File: config.mk
export PLATFORM = sky130hd
export DESIGN_NAME = inv_shift_rows
export DESIGN_NICKNAME = d
export VERILOG_FILES = /design/src/rtl/aes_pkg.sv /design/src/rtl/aes_row_rotate.sv /design/src/rtl/inv_shift_rows.sv
export SDC_FILE = /design/constraint.sdc
export NUM_CORES = 1
export LEC_CHECK = 0
export CELL_PAD_IN_SITES_DETAIL_PLACEMENT = 0
export CELL_PAD_IN_SITES_GLOBAL_PLACEMENT = 1
export CORE_UTILIZATION = 36
export CTS_BUF_LIST = sky130_fd_sc_hd__clkbuf_8 sky130_fd_sc_hd__clkbuf_16
export CTS_CLUSTER_DIAMETER = 50
export DETAILED_ROUTE_END_ITERATION = 8
export GPL_ROUTABILITY_DRIVEN = 0
export GPL_TIMING_DRIVEN = 0
export PLACE_DENSITY = 0.82
export SLEW_MARGIN = 20
export SYNTH_ARGS = -nofsm -noshare
export SYNTH_HDL_FRONTEND = slang
export SYNTH_HIERARCHICAL = 1
export SYNTH_SLANG_ARGS = --single-unit
File: constraint.sdc
create_clock -name clk -period 5.92 [get_ports clk]
set_input_delay 1.184 -clock clk [delete_from_list [all_inputs] [get_ports clk]]
set_output_delay 1.184 -clock clk [all_outputs]
set_load 0.01 [all_outputs]
File: src/rtl/aes_pkg.sv
// Shared AES constants, state type and byte-position helper.
package aes_pkg;

  localparam int AES_STATE_W = 128;
  localparam int AES_BYTE_W  = 8;
  localparam int AES_NB      = 4;

  typedef logic [AES_STATE_W-1:0] aes_state_t;

  // Byte k = col*4 + row occupies [127-8k -: 8]; return its lsb position.
  function automatic int byte_lsb(input int row, input int col);
    return AES_STATE_W - AES_BYTE_W * (col * AES_NB + row + 1);
  endfunction

endpackage

File: src/rtl/aes_row_rotate.sv
// Combinational ShiftRows permutation: fwd=0 rotates row r right by r (inverse),
// fwd=1 rotates row r left by r (forward).
module aes_row_rotate
  import aes_pkg::*;
(
  input  aes_state_t in_state,
  input  logic       fwd,
  output aes_state_t out_state
);

  for (genvar r = 0; r < AES_NB; r++) begin : g_row
    for (genvar c = 0; c < AES_NB; c++) begin : g_col
      assign out_state[byte_lsb(r, c) +: AES_BYTE_W] = fwd
        ? in_state[byte_lsb(r, (c + r) % AES_NB) +: AES_BYTE_W]
        : in_state[byte_lsb(r, (c + AES_NB - r) % AES_NB) +: AES_BYTE_W];
    end
  end

endmodule

File: src/rtl/inv_shift_rows.sv
// AES InvShiftRows pipeline stage with valid/ready flow control.
// Optional macro INV_SHIFT_ROWS_FWD_EN adds a fwd port selecting forward ShiftRows.
module inv_shift_rows
  import aes_pkg::*;
#(
  parameter int REG_OUT = 1
)
(
  input  logic         clk,
  input  logic         rst,
  input  logic         in_valid,
  output logic         in_ready,
  input  logic [127:0] in_state,
`ifdef INV_SHIFT_ROWS_FWD_EN
  input  logic         fwd,
`endif
  output logic         out_valid,
  input  logic         out_ready,
  output logic [127:0] out_state
);

  // Handshake: a beat moves on a rising edge when valid && ready; a held
  // valid keeps its data stable until the matching ready is seen.

  logic       dir;
  aes_state_t perm;

`ifdef INV_SHIFT_ROWS_FWD_EN
  assign dir = fwd;
`else
  assign dir = 1'b0;
`endif

  aes_row_rotate u_rot (
    .in_state  (in_state),
    .fwd       (dir),
    .out_state (perm)
  );

  if (REG_OUT != 0) begin : g_reg
    logic       valid_q;
    aes_state_t state_q;

    assign in_ready  = !valid_q || out_ready;
    assign out_valid = valid_q;
    assign out_state = state_q;

    always_ff @(posedge clk or posedge rst) begin
      if (rst) begin
        valid_q <= 1'b0;
        state_q <= '0;
      end else if (in_valid && in_ready) begin
        valid_q <= 1'b1;
        state_q <= perm;
      end else if (out_ready) begin
        // Drained with nothing new: data is kept, only valid drops.
        valid_q <= 1'b0;
      end
    end
  end else begin : g_comb
    logic unused_rst;
    assign unused_rst = rst;
    assign out_valid  = in_valid;
    assign in_ready   = out_ready;
    assign out_state  = perm;
  end

endmodule

==> impl_metrics.json, run 1 <==
{
  "run_status": "completed",
  "worst-endpoint-arrival_ps": 2320,
  "number_of_synthesized_register_bits": 129,
  "drt.antenna.violating_nets": 0,
  "critical_path.endpoint_type": "output port",
  "worst_case_clock_skew_ps": 7.861,
  "seqCellArea_mm2": 0.003228,
  "timing.slew.headroom_pct": 64.75,
  "tritoncts": "done",
  "synthesis.area_mm2": 0.006907,
  "fin_setup_tns_ps": 0,
  "drt_drc_violations_left": 0,
  "synthesis.area_per_instance_um2": 16.80,
  "dp_hpwl_um": 11480,
  "floorplan.initialDensity_pct": 36.80,
  "fraction_of_layout_instances_using_a_drive_strength_above_1_pct": 48.52,
  "worst_slew_pin_slew_ps": 528.8,
  "core_mm2": 0.01877,
  "clock_latency_ps": 410,
  "area_growth_syn_to_layout_pct": 41.39,
  "post_dp_cell_area_mm2": 0.009206,
  "whs_ps": 507.5,
  "tritoncts.num_buffers": 17,
  "first_global_vias": 4381,
  "cts.sinks": 129,
  "netlist_instances": 411,
  "area_of_the_multi_input_gates_mm2": 0.002809,
  "setup_viol": 0,
  "routed_wirelength_um": 15930,
  "criticalPathCategory": "input port to output port",
  "post_synth_num_cell_types": 11,
  "hold_depth": 1,
  "grt_setup_unrepaired": "false",
  "synth-seq-area-share_pct": 46.74,
  "drtIter0Drc": 76,
  "worst_hold_path_type": "register to register",
  "initial_antenna_violation_count": 0,
  "final-instance-count-excl-fill": 875,
  "die_y_extent_um": 140.5,
  "startpoint_type": "input port",
  "worstPathRequired_ps": 4740,
  "placed_cells_incl_taps": 843,
  "final_critical_path_required_period_ps": 3504,
  "r2r-end": "out_state[69]",
  "routed_via_count_divided_by_cell_count": 4.541,
  "globalRoute.totalOverflow": 0,
  "critical_path.max_fanout": 3,
  "grt_use_met1_pct": 19.49,
  "gr_util_met2_pct": 27.47,
  "finalHoldViolCount": 0,
  "cts.root.buffer_cell": "clkbuf_16",
  "power.density_cell_area_mw_per_mm2": 300.9,
  "clock_transition_at_the_registers_of_the_reported_paths_ps": 60,
  "clk_path_buf_depth": 2,
  "n_antenna_cell": 0,
  "global_route.usage.met3_pct": 6.598,
  "cts_hold_repair.buffers": 0,
  "core.rowCount": 50,
  "design.portCount": 262,
  "vias": 3973,
  "total_leakage_power_nw": 4.587,
  "syn_nets": 543,
  "timing.max_cap.violations": 0,
  "number_of_setup_buffers_added_after_cts": 0,
  "grtUsageTotal_pct": 16.67,
  "htreeDepth": 4,
  "post-route-cell-area_mm2": 0.009766,
  "die_w_um": 140.5,
  "finalCritPeriodShare_pct": 59.19,
  "port_buffer_count": 197,
  "final-max-slew-violation-count": 0,
  "grt_first_pass_wirelength_um": 24930,
  "rrSetupSlack_ps": 4530,
  "route.detailed.wl_per_inst_um": 18.21,
  "nNetsFinal": 760,
  "regToRegStartpoint": "out_valid",
  "die_area_mm2": 0.01974,
  "fillerInstances": 1567,
  "worst_r2r_path_depth": 5,
  "drt_pre_antenna_iters": 4,
  "yosysWarnings": 6,
  "cts-resized-gates": 0,
  "timing.hold.worst_endpoint": "out_state[106]",
  "worst_ir_drop_on_vdd_mv": 0.1904,
  "startpoint": "out_ready",
  "top_usage_layer": "met2",
  "hold_start": "out_state[106]",
  "pin_count_of_the_biggest_net_entering_global_routing": 105,
  "timing.fmax_mhz": 285.4
}
cell families (layout without fill, tap and decap cells):
family        after synthesis  count (layout)  synth area share (%)
buf+inv                    86             316                 12.59
flops                     129             129                 46.74
mux                       192             192                 40.16
other cells                 1               1               0.05430
simple gates                3               3                0.4529
worst max-delay path, stage by stage:
cell	delay, ps
clkdlybuf4s50_1	450
nand2b_4	140
clkdlybuf4s50_1	540
worst max path at each step:
| stage | endpoint | cells past startpoint |
|---|---|---|
| finish | in_ready | 3 |
| global route | in_ready | 3 |
| global placement | out_state[57] | 2 |
| floorplan | out_state[0] | 1 |
| CTS | in_ready | 3 |
| detailed placement | in_ready | 3 |
synthesized netlist by cell type:
library cell  number  area [µm²]
mux2_2            29       326.6
nand2b_1           1       6.260
mux2_4           163        2447
conb_1             1       3.750
buf_6              4       45.04
nand2_4            1       11.26
buf_4             64       480.5
dfrtp_1          129        3228
buf_12            17       340.3
nand2b_4           1       13.76
inv_1              1       3.750
metrics by stage:
stage	utilization, %	worst slack (ps)	power [mW]
CTS	52.03	2405	2.978
floorplan	-	1295	1.553
finish	52.03	2416	2.939
detailed placement	49.05	2405	1.962
global placement	48.87	-486.4	1.941
global route	52.03	2388	3.074
layout make-up:
class / count / share of cell area, %
Inverter: 1 / 0.1153
Buffer: 85 / 8.866
Clock inverter: 12 / 0.9481
Multi-Input combinational cell: 196 / 28.76
Sequential cell: 129 / 33.06
Timing Repair Buffer: 198 / 20.47
Tap cell: 234 / 2.998
Clock buffer: 20 / 4.779
power by group:
part	switching [mW]	internal [mW]	leakage, nW
sequential	0.0830	1.02	1.51
clock	0.388	0.603	0.276
combinational	0.275	0.566	2.80
per-layer routing:
layer,vias up,wire length [µm]
li1,1802,-
met1,1983,6570
met2,167,7762
met3,21,1302
met4,0,298
met5,-,0
placed cells by master, fill, tap and decap left out, types with 2 or more instances in the layout:
cell / Yosys / layout
mux2_2: 29 / 29
buf_6: 4 / 4
clkdlybuf4s50_1: 0 / 197
dfrtp_1: 129 / 129
mux2_4: 163 / 163
clkbuf_8: 0 / 3
buf_4: 64 / 64
clkbuf_16: 0 / 17
inv_1: 1 / 2
buf_12: 17 / 17
clkinvlp_4: 0 / 4
clkinv_2: 0 / 5
state kept, by name, indices dropped and copies added (netlist names):
| signal | flops |
|---|---|
| out_state | 128 |
| out_valid | 1 |
Note: power is estimated with default switching activity, not from simulation.
==> inputs of run 2 (changes only) <==
CORE_UTILIZATION = 32   (was 36)
PLACE_DENSITY = 0.77   (was 0.82)
clock period = 3.2 ns   (was 5.92 ns; I/O delays follow)
==> run 2 against run 1 <==
Sequential cell count stayed put. Routed wire length is 3.3% higher. Combinational power is 87% higher. Critical path depth stayed put. Sequential power is 85% higher. Critical endpoint unchanged.
==> impl_metrics.json, run 2 (synthesized netlist as in run 1, its figures left out) <==
{
  "run_status": "completed",
  "n_antenna_cell": 0,
  "fin_ws_ps": 753.4,
  "startpoint_type": "input port",
  "clock_transition_at_the_registers_of_the_reported_paths_ps": 60,
  "cts.sinks": 129,
  "initial_antenna_violation_count": 0,
  "drtIter0Drc": 65,
  "utilization_pct": 46.78,
  "r2r-end": "out_state[76]",
  "mostFrequentLayoutCell": "clkdlybuf4s50_1",
  "power.density_cell_area_mw_per_mm2": 552.4,
  "fin_setup_tns_ps": 0,
  "fraction_of_layout_instances_using_a_drive_strength_above_1_pct": 48.45,
  "die_y_extent_um": 148.9,
  "worst-endpoint-arrival_ps": 1810,
  "pin_count_of_the_biggest_net_entering_global_routing": 34,
  "grt_first_pass_wirelength_um": 25270,
  "drt_drc_violations_left": 0,
  "post_dp_cell_area_mm2": 0.009314,
  "crit_path_to": "in_ready",
  "final-max-slew-violation-count": 0,
  "timing.fmax_mhz": 408.7,
  "number_of_setup_buffers_added_after_cts": 0,
  "grt_setup_unrepaired": "false",
  "placed_cells_incl_taps": 887,
  "critical_path.endpoint_type": "output port",
  "route.detailed.wl_per_inst_um": 17.91,
  "core_mm2": 0.02109,
  "tritoncts": "done",
  "largest_register_ffs": 128,
  "clk_path_buf_depth": 2,
  "dp_hpwl_um": 12260,
  "globalRoute.totalOverflow": 0,
  "port_buffer_count": 197,
  "vias": 4003,
  "drt_pre_antenna_iters": 4,
  "htreeDepth": 4,
  "clock_latency_ps": 410,
  "finalPower_mw": 5.450,
  "finalCritPeriodShare_pct": 76.46,
  "first_global_vias": 4417,
  "worst_case_clock_skew_ps": 6.272,
  "die_w_um": 148.9,
  "startpoint": "out_ready",
  "post-route-cell-area_mm2": 0.009866,
  "floorplan.initialDensity_pct": 32.75,
  "hold_start": "in_state[77]",
  "regToRegStartpoint": "out_valid",
  "total_leakage_power_nw": 4.621,
  "worst_r2r_path_depth": 5,
  "final_critical_path_required_period_ps": 2447,
  "post-place-ws_ps": 752.8,
  "rrSetupSlack_ps": 1810,
  "cts-resized-gates": 0,
  "routed_via_count_divided_by_cell_count": 4.356,
  "routed_wirelength_um": 16460,
  "tritoncts.num_buffers": 17,
  "grtUsageTotal_pct": 15.14,
  "mostFrequentLayoutCells": "clkdlybuf4s50_1, mux2_4, dfrtp_1",
  "timing.max_cap.violations": 0,
  "criticalPathCategory": "input port to output port",
  "final-instance-count-excl-fill": 919,
  "design.portCount": 262,
  "drt.antenna.violating_nets": 0,
  "cts_hold_repair.buffers": 0,
  "core.rowCount": 53,
  "nNetsFinal": 763,
  "area_growth_syn_to_layout_pct": 42.84,
  "critical_path.max_fanout": 3,
  "worst_ir_drop_on_vdd_mv": 0.2964,
  "worstPathRequired_ps": 2560,
  "die_area_mm2": 0.02217,
  "setup_viol": 0,
  "worst_hold_path_type": "input port to register",
  "whs_ps": 454.7,
  "cts.root.buffer_cell": "clkbuf_16",
  "finalHoldViolCount": 0
}
[run 2: cell types whose count changed in the layout (fill, tap and decap cells not counted)]
cell,before,now
buf_12,17,20
inv_1,2,4
clkinv_4,0,3
inv_8,1,0
clkinv_2,5,4
clkbuf_8,3,2
clkinvlp_4,4,2
[run 2: how the worst min path moves through the flow]
stage / end / slack (ps) / cells past startpoint
floorplan: out_state[50] / 550 / 1
global placement: out_state[70] / 490 / 1
detailed placement: out_state[80] / 490 / 1
CTS: out_state[13] / 430 / 2
global route: out_state[13] / 430 / 2
finish: out_state[13] / 450 / 2
[run 2: layer usage]
layer  part of all wire [%]  vias to the layer above  track usage, %
li1                       -                     1811               -
met1                     42                     1997           18.09
met2                     49                      165           24.81
met3                    6.9                       30           5.168
met4                    2.4                        0           6.173
met5                      0                        -               0
[run 2: worst max-delay path, cell delays in order]
cell	delay, ps
clkdlybuf4s50_1	450
nand2b_4	140
clkdlybuf4s50_1	580
[run 2: layout make-up]
cell class                      count  area, µm²
Inverter                            1      7.507
Clock buffer                       19      452.9
Timing Repair Buffer              201       2059
Fill cell                        1847      11220
Clock inverter                     13      98.84
Multi-Input combinational cell    196       2809
Tap cell                          275      344.1
Sequential cell                   129       3228
Buffer                             85      865.8
[run 2: power breakdown]
group          switching [mW]  leakage, nW  internal [mW]
combinational           0.514         2.83           1.05
clock                   0.737        0.287           1.10
sequential              0.155         1.51           1.89
==> inputs of run 3 (changes only) <==
clock period = 2 ns   (was 3.2 ns; I/O delays follow)
==> results of run 3 <==
Same layout as run 2 (identical final DEF). Status: completed.
Among the figures that moved: setup slack after placement 752.8 ps -> 32.79 ps; setup slack after layout 753.4 ps -> 33.42 ps; hold slack 454.7 ps -> 214.7 ps; register-to-register setup slack 1810 ps -> 610 ps; total power 5.450 mW -> 8.720 mW; worst IR drop on VDD 0.2964 mV -> 0.4743 mV
